File: config.mk
export PLATFORM = sky130hd
export DESIGN_NAME = fetch_decode_queue
export DESIGN_NICKNAME = d
export VERILOG_FILES = /design/src/rtl/fetch_decode_queue.sv
export SDC_FILE = /design/constraint.sdc
export NUM_CORES = 1
export LEC_CHECK = 0
export CORE_ASPECT_RATIO = 2
export CORE_MARGIN = 8
export CORE_UTILIZATION = 45
export DETAILED_ROUTE_END_ITERATION = 8
export GPL_TIMING_DRIVEN = 0
export PLACE_DENSITY_LB_ADDON = 0.2
export SETUP_SLACK_MARGIN = 0.05
export SYNTH_ARGS = -nofsm -noshare
export SYNTH_HDL_FRONTEND = slang
export SYNTH_SLANG_ARGS = --single-unit
File: constraint.sdc
create_clock -name CLK -period 5 [get_ports CLK]
set_input_delay 1.5 -clock CLK [delete_from_list [all_inputs] [get_ports CLK]]
set_output_delay 1.5 -clock CLK [all_outputs]
set_load 0.01 [all_outputs]
File: src/rtl/fetch_decode_queue.sv
// IF/ID decoupling queue: buffers fetched instructions with their PC and splits the head into decode fields.
// Latency: an entry written at edge N appears on the decode outputs after edge N (no empty bypass).
// Backpressure: if_ready = !full, independent of id_ready; PCsrc flushes everything. Macro BRANCH_PREDECODE_EN adds is_branch.
module fetch_decode_queue #(
    parameter int INSTR_W = 24,
    parameter int PC_W    = 8,
    parameter int DEPTH   = 2
`ifdef BRANCH_PREDECODE_EN
    ,
    parameter logic [3:0] BRANCH_OPC = 4'hC
`endif
) (
    input  logic               CLK,
    input  logic               reset_n,
    input  logic [INSTR_W-1:0] Instr,
    input  logic [PC_W-1:0]    if_pc,
    input  logic               if_valid,
    output logic               if_ready,
    input  logic               PCsrc,
    input  logic               id_ready,
    output logic               id_valid,
    output logic [PC_W-1:0]    id_pc,
    output logic [3:0]         opcode,
    output logic [3:0]         rd,
    output logic [3:0]         rs1,
    output logic [3:0]         rs2,
    output logic [7:0]         imm
`ifdef BRANCH_PREDECODE_EN
    ,
    output logic               is_branch
`endif
);

    localparam int AW = $clog2(DEPTH);
    localparam int CW = AW + 1;

    typedef struct packed {
        logic [INSTR_W-1:0] instr;
        logic [PC_W-1:0]    pc;
    } entry_t;

    entry_t          mem [DEPTH];
    logic [AW-1:0]   wr_ptr;
    logic [AW-1:0]   rd_ptr;
    logic [CW-1:0]   count;
    logic            full;
    logic            empty;
    logic            push;
    logic            pop;
    entry_t          head;

    // Occupancy flags and handshakes; if_ready only looks at stored state, so
    // there is no combinational path from id_ready back to fetch.
    always_comb begin
        full     = (count == CW'(DEPTH));
        empty    = (count == '0);
        if_ready = ~full;
        id_valid = ~empty;
        push     = if_valid & if_ready & ~PCsrc;
        pop      = id_valid & id_ready & ~PCsrc;
        head     = mem[rd_ptr];
    end

    // Queue state: flush wins over push/pop; storage is left intact on flush
    // because it is unobservable while the queue reads empty.
    always_ff @(posedge CLK or negedge reset_n) begin
        if (!reset_n) begin
            wr_ptr <= '0;
            rd_ptr <= '0;
            count  <= '0;
            for (int i = 0; i < DEPTH; i++) begin
                mem[i] <= '0;
            end
        end else if (PCsrc) begin
            wr_ptr <= '0;
            rd_ptr <= '0;
            count  <= '0;
        end else begin
            if (push) begin
                mem[wr_ptr] <= '{instr: Instr, pc: if_pc};
                wr_ptr      <= wr_ptr + AW'(1);
            end
            if (pop) begin
                rd_ptr <= rd_ptr + AW'(1);
            end
            count <= count + CW'(push) - CW'(pop);
        end
    end

    // Decode field split of the head entry; everything reads zero while empty.
    always_comb begin
        id_pc  = '0;
        opcode = '0;
        rd     = '0;
        rs1    = '0;
        rs2    = '0;
        imm    = '0;
        if (id_valid) begin
            id_pc  = head.pc;
            opcode = head.instr[23:20];
            rd     = head.instr[19:16];
            rs1    = head.instr[15:12];
            rs2    = head.instr[11:8];
            imm    = head.instr[7:0];
        end
    end

`ifdef BRANCH_PREDECODE_EN
    // Early branch hint for the decode stage, qualified by a valid head.
    always_comb begin
        is_branch = id_valid & (opcode == BRANCH_OPC);
    end
`endif

endmodule
==> key figures <==
Global routing
  – Initial antenna violation count: 0
  – Largest net degree at the start of global routing: 69
  – Global-route wire length before repair: ~11000 um
  – Tot GR Track Use: between 10% and 20%
  – Vias in the first global route: 2251
  – GRT overflow: 0

Pwr
  – VDD IR max: roughly 0.31 mV
  – Pwr Density: around 500 mW/mm2
  – Leakage power: roughly 1.8 nW

STA
  – Finish-stage setup viols: 0
  – Worst Max-Slew Pin Slew: 0.853 ns
  – Final setup TNS: 0 ns
  – Min cycle time layout: ~3.7 ns
  – F_max: 270 MHz
  – Unrepaired setup endpoints after global routing: no
  – Period utilization: 74.1%
  – Max-slew violation count: 0
  – Final setup margin: approximately 1.3 ns
  – Post-route clock skew: slightly below 0.005 ns
  – Final Hold Viols: 0
  – Max-slew headroom: a little over two fifths

Detailed routing
  – Via Count: 2015
  – Vias per cell: 4.94
  – Routed Antenna Nets: 0
  – Wire per inst: between 15 and 20 um
  – Met2 wire len: 3360 um
  – Drt initial violations: 72
  – Drt pass-1 iters: 4
  – Residual DRC: 0
  – DR top layer: met4
  – Routed WL: roughly 6600 um
  – Met3 wire length: approximately 450 um
  – Metal-1 WL: about 2700 um

Synth
  – Dominant cell type by area after synthesis: dfrtp_1
  – Most frequent cell after synthesis: dfrtp_1
  – Mapped Area: slightly above 0.003 mm2
  – Synth Warn #: 0
  – Synth Register Bits: 68
  – Top cell type's share of synthesized area: approximately 55%
  – EDFF count, synth: 0
  – Syn nets: 271
  – Synth top area cells: dfrtp_1, mux2_2, mux2i_1
  – Synth async-reset ratio: 100%
  – Syn Area/Cell: 13.4 um2
  – Unique cell type count in the Yosys netlist: 21
  – Register area share after synthesis: a little over half
  – Synth cell count leaders: dfrtp_1, mux2_2, nor2_1
  – Top_reg_cell synth: dfrtp_1
  – Mapped Cells: 232

Clock network
  – Post-CTS Setup Bufs: 0
  – Clock Sinks: 68
  – Clk Latency, worst-skew pair: approximately 0.32 ns
  – TritonCTS buffer count: 9
  – CTS-repair resized insts: 0
  – Root Driver: clkbuf_16
  – Number of H-tree levels: 3
  – Clock Pin Slew Worst Setup and Hold Paths: 0.05 ns
  – CTS Buffer Depth: 2
  – Post-CTS Hold Fix Bufs: 0
  – CTS tree: yes

Hold path
  – Hold Path Cell Cnt: 1
  – Worst min-delay path startpoint: mem[27]
  – Worst hold path class: register to register

Setup path
  – Crit. Startpoint: count[0]
  – CP Launch Type: register
  – Stages on the worst setup path: 4
  – Crit-path cells: nor2_1 > clkbuf_1 > nor2_1 > clkdlybuf4s50_1
  – Crit path largest cell delay: 0.52 ns
  – Critical Path Sink Type: primary output
  – Worst path arrival time: approximately 2.2 ns
  – Crit-path leading delay family: buffers and inverters
  – Crit-path slowest cell: clkdlybuf4s50_1
  – Worst path required time: 3.50 ns
  – Worst reg2reg path depth: 8
  – Critical R2R Launch: count[1]
  – Critical path type: register to primary output
  – Buf/Inv on CP: 2
  – Worst Path Max Fanout: 10
  – Critical path's most frequent cell: nor2_1

Job
  – MaxCap Viol Count: 0

Run status
  – Status: finished, final reports clean

Floorplanning
  – Row cnt: 43
  – Vert. Die Dim: 134 um
  – Die ar.: about 0.010 mm2
  – Die Span X: around 75 um
  – Initial core utilization: between 40% and 50%
  – I/O Pins: between 70 and 80
  – Core ar.: a little under 0.007 mm2

Placement
  – PortBufs: 70
  – Post-Place Worst Slack: about 1.5 ns
  – RD Place Congestion: 0.688
  – Detailed placer's ending HPWL: 4670 um

Layout
  – Fraction of layout cells with a size suffix above 1: approximately 28%
  – # diodes: 0
  – Layout Utilization: a little over three fifths
  – Area delta synth->final: 37.3%
  – Nets: 352
## per-stage QoR
step	power [W]	cells	hold slack, ns	cell area, um2
after floorplan	0.00117	232	0.457	3120
final	0.00214	408	0.487	4280
after detailed placement	0.00142	392	0.482	3930
after CTS	0.00217	408	0.494	4280
after global placement	0.00140	392	0.470	3930
after global routing	0.00226	408	0.498	4280
## routing by layer
metal	vias to the layer above	global-route usage, %
met5	-	0
met4	0	6.92
met3	10	5.65
met2	51	24.1
met1	989	15.9
li1	965	-
## sequential cells by signal, indices dropped and copies added, names as in the netlist
signal / cells
count: 2
mem: 64
rd_ptr: 1
wr_ptr: 1
## cells in the final DEF (no fill, tap or decap), types with 2 or more instances in the layout
cell type         n
or3_1             2
buf_2             3
nor2_1           36
mux2i_1          32
mux2_1            3
mux2_2           61
inv_1             4
buf_4             4
clkbuf_1          5
clkbuf_16         9
ha_1              2
clkdlybuf4s50_1  69
buf_6             3
o21ai_0           2
bufinv_16         3
xor2_1            2
clkbuf_8          2
dfrtp_1          68
## final cells by class
type	instances	area, um2
Buffer	13	86.3
Timing Repair Buffer	70	698
Sequential cell	68	1700
Tap cell	90	113
Multi-Input combinational cell	147	1310
Inverter	4	15.0
Clock buffer	12	256
Fill cell	578	2550
Clock inverter	4	95.1
## path summary, 6_finish.rpt
path	to	slack [ns]
worst min register to register	mem[27]	0.49
min in group asynchronous	mem[33]	1.27
worst min-delay path	mem[27]	0.49
worst max register to register	count[1]	3.12
max in group asynchronous	mem[55]	3.16
worst max-delay path	rs1[1]	1.30
## kinds of logic (layout without fill, tap and decap cells)
| logic type | after synthesis | in the layout | share of synthesized area (%) |
|---|---|---|---|
| AO/OA/AOI/OAI | 3 | 3 | 0.482 |
| XOR/XNOR | 2 | 2 | 0.562 |
| adder cells (fa/ha/maj) | 2 | 2 | 0.803 |
| buffers and inverters | 17 | 103 | 3.25 |
| flip-flops | 68 | 68 | 54.6 |
| multiplexers | 96 | 96 | 33.4 |
| AND/OR/NAND/NOR | 44 | 44 | 6.90 |
## power by group
part | internal, W | switching (W) | leakage, nW
Combinational | 0.000348 | 0.000240 | 0.794
Clock | 0.000513 | 0.000216 | 0.173
Sequential | 0.000732 | 0.0000894 | 0.812
Total | 0.00159 | 0.000545 | 1.78
Note: power is estimated with default switching activity, not from simulation.
